<file path="config.mk">
export PLATFORM = sky130hd
export DESIGN_NAME = fetch_queue
export DESIGN_NICKNAME = d
export VERILOG_FILES = /design/src/rtl/fetch_queue.sv
export SDC_FILE = /design/constraint.sdc
export NUM_CORES = 1
export LEC_CHECK = 0
export CAP_MARGIN = 25
export CELL_PAD_IN_SITES_DETAIL_PLACEMENT = 1
export CELL_PAD_IN_SITES_GLOBAL_PLACEMENT = 1
export CORE_ASPECT_RATIO = 1.4
export CORE_UTILIZATION = 45
export CTS_CLUSTER_SIZE = 8
export DETAILED_ROUTE_END_ITERATION = 10
export PLACE_DENSITY_LB_ADDON = 0.3
export RECOVER_POWER = 25
export SLEW_MARGIN = 5
export SYNTH_ARGS = -nofsm -noshare
export SYNTH_HDL_FRONTEND = slang
export SYNTH_SLANG_ARGS = --single-unit
</file>
<file path="constraint.sdc">
create_clock -name clk -period 5.9 [get_ports clk]
set_input_delay 1.77 -clock clk [delete_from_list [all_inputs] [get_ports clk]]
set_output_delay 1.77 -clock clk [all_outputs]
set_load 0.01 [all_outputs]
</file>
<file path="src/rtl/fetch_queue.sv">
// Instruction fetch with a DEPTH-entry prefetch queue, in-order variable-latency
// memory responses, EPC/branch redirect and stale-response discard.
module fetch_queue #(
    parameter int              XLEN     = 32,
    parameter int              DEPTH    = 4,
    parameter int              MAX_OUT  = 2,
    parameter logic [XLEN-1:0] RESET_PC = '0
) (
    input  logic            clk,
    input  logic            rst,
    output logic            imem_req_o,
    output logic [XLEN-1:0] imem_addr_o,
    input  logic            imem_gnt_i,
    input  logic            imem_rvalid_i,
    input  logic [XLEN-1:0] imem_rdata_i,
    input  logic            epc_taken_i,
    input  logic [XLEN-1:0] epc_i,
    input  logic            redirect_i,
    input  logic [XLEN-1:0] redirect_pc_i,
    input  logic            id_ready_i,
    output logic            id_valid_o,
    output logic [XLEN-1:0] id_instr_o,
    output logic [XLEN-1:0] id_pc_o
);

    localparam int PW = (DEPTH > 1) ? $clog2(DEPTH) : 1;
    localparam int CW = $clog2(DEPTH + 1);
    localparam logic [CW-1:0]   MO_C    = CW'(MAX_OUT);
    localparam logic [CW:0]     DEPTH_C = (CW + 1)'(DEPTH);
    localparam logic [XLEN-1:0] NOP     = XLEN'(32'h0000_0013);
    localparam logic [XLEN-1:0] STEP    = XLEN'(4);

    logic [XLEN-1:0] r_fpc;
    logic [XLEN-1:0] r_rpc;
    logic [XLEN-1:0] r_pc_q  [DEPTH];
    logic [XLEN-1:0] r_ins_q [DEPTH];
    logic [PW-1:0]   r_head;
    logic [PW-1:0]   r_tail;
    logic [CW-1:0]   r_count;
    logic [CW-1:0]   r_out;
    logic [CW-1:0]   r_disc;

    logic            w_redir;
    logic [XLEN-1:0] w_tgt;
    logic            w_rsp;
    logic            w_drop;
    logic            w_push;
    logic            w_valid;
    logic            w_pop;
    logic [CW:0]     w_used;
    logic            w_req;
    logic            w_take;

    assign w_redir = epc_taken_i | redirect_i;
    assign w_tgt   = epc_taken_i ? epc_i : redirect_pc_i;

    // Responses with nothing in flight belong to a request lost to reset.
    assign w_rsp   = imem_rvalid_i && (r_out != '0);
    assign w_drop  = w_rsp && (r_disc != '0);
    assign w_push  = w_rsp && !w_drop && !w_redir;
    assign w_valid = (r_count != '0);
    assign w_pop   = w_valid && id_ready_i && !w_redir;

    // Queue slots plus in-flight requests never exceed DEPTH.
    assign w_used = {1'b0, r_count} + {1'b0, r_out};
    assign w_req  = !rst && !w_redir && (r_out < MO_C) && (w_used < DEPTH_C);
    assign w_take = w_req && imem_gnt_i;

    assign imem_req_o  = w_req;
    assign imem_addr_o = r_fpc;
    assign id_valid_o  = w_valid;
    assign id_instr_o  = w_valid ? r_ins_q[r_head] : NOP;
    assign id_pc_o     = w_valid ? r_pc_q[r_head] : '0;

    always_ff @(posedge clk) begin
        if (w_push) begin
            r_pc_q[r_tail]  <= r_rpc;
            r_ins_q[r_tail] <= imem_rdata_i;
        end
    end

    always_ff @(posedge clk) begin
        if (rst) begin
            r_fpc   <= RESET_PC;
            r_rpc   <= RESET_PC;
            r_head  <= '0;
            r_tail  <= '0;
            r_count <= '0;
            r_out   <= '0;
            r_disc  <= '0;
        end else if (w_redir) begin
            r_fpc   <= w_tgt;
            r_rpc   <= w_tgt;
            r_head  <= '0;
            r_tail  <= '0;
            r_count <= '0;
            r_out   <= r_out - CW'(w_rsp);
            // Everything still in flight was fetched down the old path.
            r_disc  <= r_out - CW'(w_rsp);
        end else begin
            if (w_take) begin
                r_fpc <= r_fpc + STEP;
            end
            r_out <= r_out + CW'(w_take) - CW'(w_rsp);
            if (w_drop) begin
                r_disc <= r_disc - CW'(1);
            end
            if (w_push) begin
                r_tail <= r_tail + PW'(1);
                r_rpc  <= r_rpc + STEP;
            end
            if (w_pop) begin
                r_head <= r_head + PW'(1);
            end
            r_count <= r_count + CW'(w_push) - CW'(w_pop);
        end
    end

endmodule
</file>
# Yosys cells after proc, flatten, opt, wreduce, memory -nomap -nowiden
# Memory sizes are Yosys's and may differ from the RTL's. A register that Yosys moved wholly into a read port is not among the register bits.
# Index checks and enable logic that the tools add are counted.
dict set report word_totals {
  ff_bits 77
  mem_bits_rw 256
  input_bits 103
  output_inout_bits 98
  n_memories 2
}
# memory depth word_bits rd rd_ports_with_merged_regs wr line
set memory_table {}
lappend memory_table {r_ins_q 4 32 1 1 1 36} ;# logic [XLEN-1:0] r_ins_q [DEPTH];
lappend memory_table {r_pc_q 4 32 1 1 1 35} ;# logic [XLEN-1:0] r_pc_q [DEPTH];
dict set report classes {
  addsub 11
  order_cmp 2
  muxes 16
  bitwise_logic 1
  n_reduce_logical 20
}
# cell n
set op_table {}
lappend op_table {{2-to-1 mux 32 bit} 7}
lappend op_table {{adder 32 x 3 -> 32 bit, second input constant} 2}
lappend op_table {{logical AND 1 bit} 10}
lappend op_table {{2-to-1 mux 3 bit} 3}
lappend op_table {{nonzero test 3 bit} 3}
lappend op_table {{subtractor 3 x 1 -> 3 bit} 3}
lappend op_table {{2-to-1 mux 2 bit} 4}
lappend op_table {{adder 3 x 1 -> 3 bit} 2}
lappend op_table {{nonzero test 2 bit} 3}
lappend op_table {{adder 2 x 1 -> 2 bit, second input constant} 2}
lappend op_table {{adder 3 x 3 -> 4 bit} 1}
lappend op_table {{< comparator 4 x 3 -> 1 bit, second input constant} 1}
lappend op_table {{zero test 1 bit} 3}
lappend op_table {{< comparator 3 x 2 -> 1 bit, second input constant} 1}
lappend op_table {{subtractor 3 x 1 -> 3 bit, second input constant} 1}
lappend op_table {{2-to-1 mux 1 bit} 2}
lappend op_table {{OR reduction 2 bit} 1}
lappend op_table {{bitwise OR 1 bit} 1}

# Depth between registers and ports, before layout
dict set report depth {
  depth_word 9
  ltp_mapped 12
  ltp_nobuf 11
}

# Least setup slack after synthesis
# OpenSTA, ideal clock, no wires.
dict set report synth_timing {
  path_kind {input to register}
  from {input port redirect_i}
  to {memory r_ins_q[2][0], enable pin}
  arrival_ns 4.360
  t_required_ns 5.471
  path_slack_ns 1.111
  stages 5
  cell_sequence {clkbuf_1 nor2_1 clkbuf_1 clkbuf_1 and3_1}
}
dict set report synth_via {
  elab_chain_cells 5
}
# element line
set synth_lines {}
lappend synth_lines {{start: declaration} 18} ;# input logic redirect_i,
lappend synth_lines {{bitwise OR 1 bit} 54} ;# assign w_redir = epc_taken_i | redirect_i;
lappend synth_lines {{zero test 1 bit} 60} ;# assign w_push = w_rsp && !w_drop && !w_redir;
lappend synth_lines {{logical AND 1 bit} 60}
lappend synth_lines {{2-to-1 mux 1 bit} 76} ;# if (w_push) begin
lappend synth_lines {{2-to-1 mux 1 bit (implied by the code)} 78} ;# r_ins_q[r_tail] <= imem_rdata_i;
lappend synth_lines {{end: declaration} 36}
# Every way passes these cells.

# Worst setup path in the final report
dict set report layout_timing {
  from {input port redirect_i}
  to {output port imem_req_o}
}
dict set report layout_via {
  elab_chain_cells 5
}
# element line
set layout_lines {}
lappend layout_lines {{bitwise OR 1 bit} 54}
lappend layout_lines {{zero test 1 bit} 66} ;# assign w_req = !rst && !w_redir && (r_out < MO_C) && (w_used < DEPTH_C);
lappend layout_lines {{logical AND 1 bit (3 in series)} 66}
lappend layout_lines {{end: declaration} 11} ;# output logic imem_req_o,
# Every way passes these cells.

==> results.json <==
{
  "clock-root-buffer": "clkbuf_16",
  "hold_start": "r_tail[1]$_SDFFE_PP0P_",
  "synth-edff-count": 256,
  "slew_headroom_pct": 32.8,
  "peakVddDrop_uv": 198,
  "setup.worst_path.end_class": "output pin",
  "yosysSeqAreaShare_pct": 63.2,
  "final_max_slew_viol_count": 0,
  "max_freq_ghz": 0.198,
  "postCtsSetupRepairBufs": 0,
  "power_density_nw_per_um2": 315,
  "hold_path_depth": 2,
  "cp_max_fo": 2,
  "grt_usage_pct": 24.0,
  "critPathKind": "in2out",
  "syn_area_per_cell_um2": 13.8,
  "num_io_pins": 201,
  "fillers": 3103,
  "cts_made_buffers": 47,
  "worst-r2r-cell-count": 9,
  "p_total_mw": 5.78,
  "area_growth_pct": 25.8,
  "setup_violations": 0,
  "finalWirelength_mm": 38.5,
  "via_count": 9918,
  "postRouteAntennaNets": 0,
  "crit-reg2reg-launch": "r_out[2]$_SDFF_PP0_",
  "synth-main-ff-cell": "edfxtp_1",
  "start_util_pct": 45.9,
  "multiInputGateArea_um2": 5020,
  "p_leak_nw": 6.06,
  "final_cells": 1683,
  "rsz0062_at_grt": "no",
  "clock_latency_ps": 540,
  "crit_required_ps": 4130,
  "fin_worst_skew_ps": 13.1,
  "cap_violations": 0,
  "synthesis.nets": 1182,
  "grt_pass1_wl_mm": 60.8,
  "outcome": "complete, no violations",
  "post-place-cells": 1609,
  "core_um2": 31800,
  "dr.pass1.iters": 5,
  "die_area_um2": 33200,
  "yosysWarnings": 0,
  "fin_tns_setup_ps": 0,
  "wl_per_cell_um": 22.9,
  "finalHoldViolCount": 0,
  "fin_crit_sh_pct": 85.8,
  "cp-startpoint": "redirect_i",
  "grt_pass1_vias": 10900,
  "final_area_um2": 18400,
  "antenna-diode-count": 0,
  "drive_gt1_share_pct": 12.4,
  "synthesis.area_um2": 14600,
  "clk_pin_slew_worst_paths_ps": 50,
  "overflow": 0,
  "grt_start_max_net_pins": 65,
  "die_w_um": 154,
  "worstSetupStartpointType": "primary input",
  "drc": 0,
  "cts_buffer_depth": 3,
  "arrival_ps": 3290,
  "post_cts_resized": 0,
  "rows": 77,
  "synth_seq_cells": 333,
  "synth_cell_types": 64,
  "hold_buffers": 0,
  "layout_setup_ws_ps": 838,
  "globalplace.congestion": 0.850,
  "seq_area_um2": 9230,
  "die_h_um": 215,
  "drtIter0Drc": 527,
  "post-place-ws_ps": 833,
  "cts_tree": "yes",
  "fin_nets": 1385,
  "dp_hpwl_mm": 25.1,
  "htreeDepth": 2,
  "fin_crit_ps": 5060,
  "tightest_slew_ps": 1000,
  "antenna_found_initial": 0,
  "port_buffers": 200,
  "viasPerCell": 5.89,
  "min_path_type": "reg2reg",
  "synth-async-reset-ratio_pct": 0,
  "clock_sinks": 333,
  "synthCells": 1060,
  "dpl_cell_area_um2": 17000
}
==> state kept, by name (all words and copies together) (netlist names), named ones only <==
register     flops
r_ins_q        128
r_pc_q         128
imem_addr_o     31
r_rpc           31
r_count          3
r_disc           3
r_out            3
r_head           2
r_tail           2
==> worst max-delay path, stage by stage <==
cell and delay [ps]:
clkdlybuf4s50_1 420, or3_1 360, nor3_1 170, clkdlybuf4s50_1 570
==> power breakdown <==
group          internal, mW  switching [mW]  total, mW
combinational         0.279           0.367      0.646
clock                  1.48           0.940       2.42
sequential             2.63          0.0849       2.71
==> logic make-up after synthesis <==
group | after synthesis | synth area share, %
mux | 67 | 10.1
buf+inv | 89 | 2.45
fa+ha+maj | 19 | 1.73
compound gates | 195 | 8.79
simple gates | 337 | 12.5
xor+xnor | 20 | 1.20
flops | 333 | 63.2
==> synthesized netlist by cell type (6+ instances only) <==
library cell | count | area (um2)
xnor2_1 | 14 | 123
dfxtp_1 | 77 | 1540
and4_1 | 9 | 78.8
inv_1 | 25 | 93.8
edfxtp_1 | 256 | 7690
o22ai_1 | 6 | 37.5
o21a_1 | 7 | 52.6
ha_1 | 17 | 213
nor4_1 | 9 | 56.3
a311oi_1 | 6 | 52.6
nand2b_1 | 7 | 43.8
o21ai_0 | 26 | 130
nand2_1 | 82 | 308
clkbuf_1 | 51 | 191
nor3_1 | 25 | 125
mux4_2 | 64 | 1440
xor2_1 | 6 | 52.6
buf_1 | 8 | 30.0
nand4_1 | 14 | 87.6
a21oi_1 | 53 | 265
nand3_1 | 26 | 130
a211oi_1 | 18 | 135
and2_1 | 76 | 475
and3_1 | 21 | 131
a31oi_1 | 25 | 156
o21ai_1 | 11 | 55.1
o31ai_1 | 6 | 45.0
or4_1 | 6 | 45.0
nor2_1 | 38 | 143
==> per-layer routing <==
metal | track usage [%] | routed length [um] | part of all wire [%]
met5 | 0 | 0 | 0
met4 | 11.7 | 1600 | 4.2
met3 | 4.17 | 1940 | 5.0
met2 | 42.4 | 19700 | 51
met1 | 28.2 | 15300 | 40
==> cell type report <==
type                    count  share of cell area [%]
flip-flops and latches    333                    50.3
clock inverters             3                   0.164
inverters                  25                   0.511
well taps                 395                    2.69
clock buffers              71                    7.01
repair buffers            218                    12.0
multi-input cells         638                    27.3
==> cells in the final DEF (no fill, tap or decap), drive strengths merged, types with 37 or more instances in the layout <==
cell type and n:
a21oi 53, and2 76, clkbuf 71, clkdlybuf4s50 185, dfxtp 77, edfxtp 256, mux4 64, nand2 82
nor2 38, o21ai 37
==> metrics by stage <==
step	hold slack, ps	utilization (%)
after floorplan	466	-
after global placement	496	53.6
after CTS	518	57.8
final	522	57.8
after detailed placement	510	53.6
after global routing	549	57.8
==> worst paths after layout <==
check / slack, ps / end
setup reg to reg: 2440 / r_out[2]$_SDFF_PP0_
hold reg to reg: 520 / r_tail[1]$_SDFFE_PP0P_
setup / recovery: 840 / imem_req_o
hold / removal: 520 / r_tail[1]$_SDFFE_PP0P_
(Power assumes the default switching activity.)
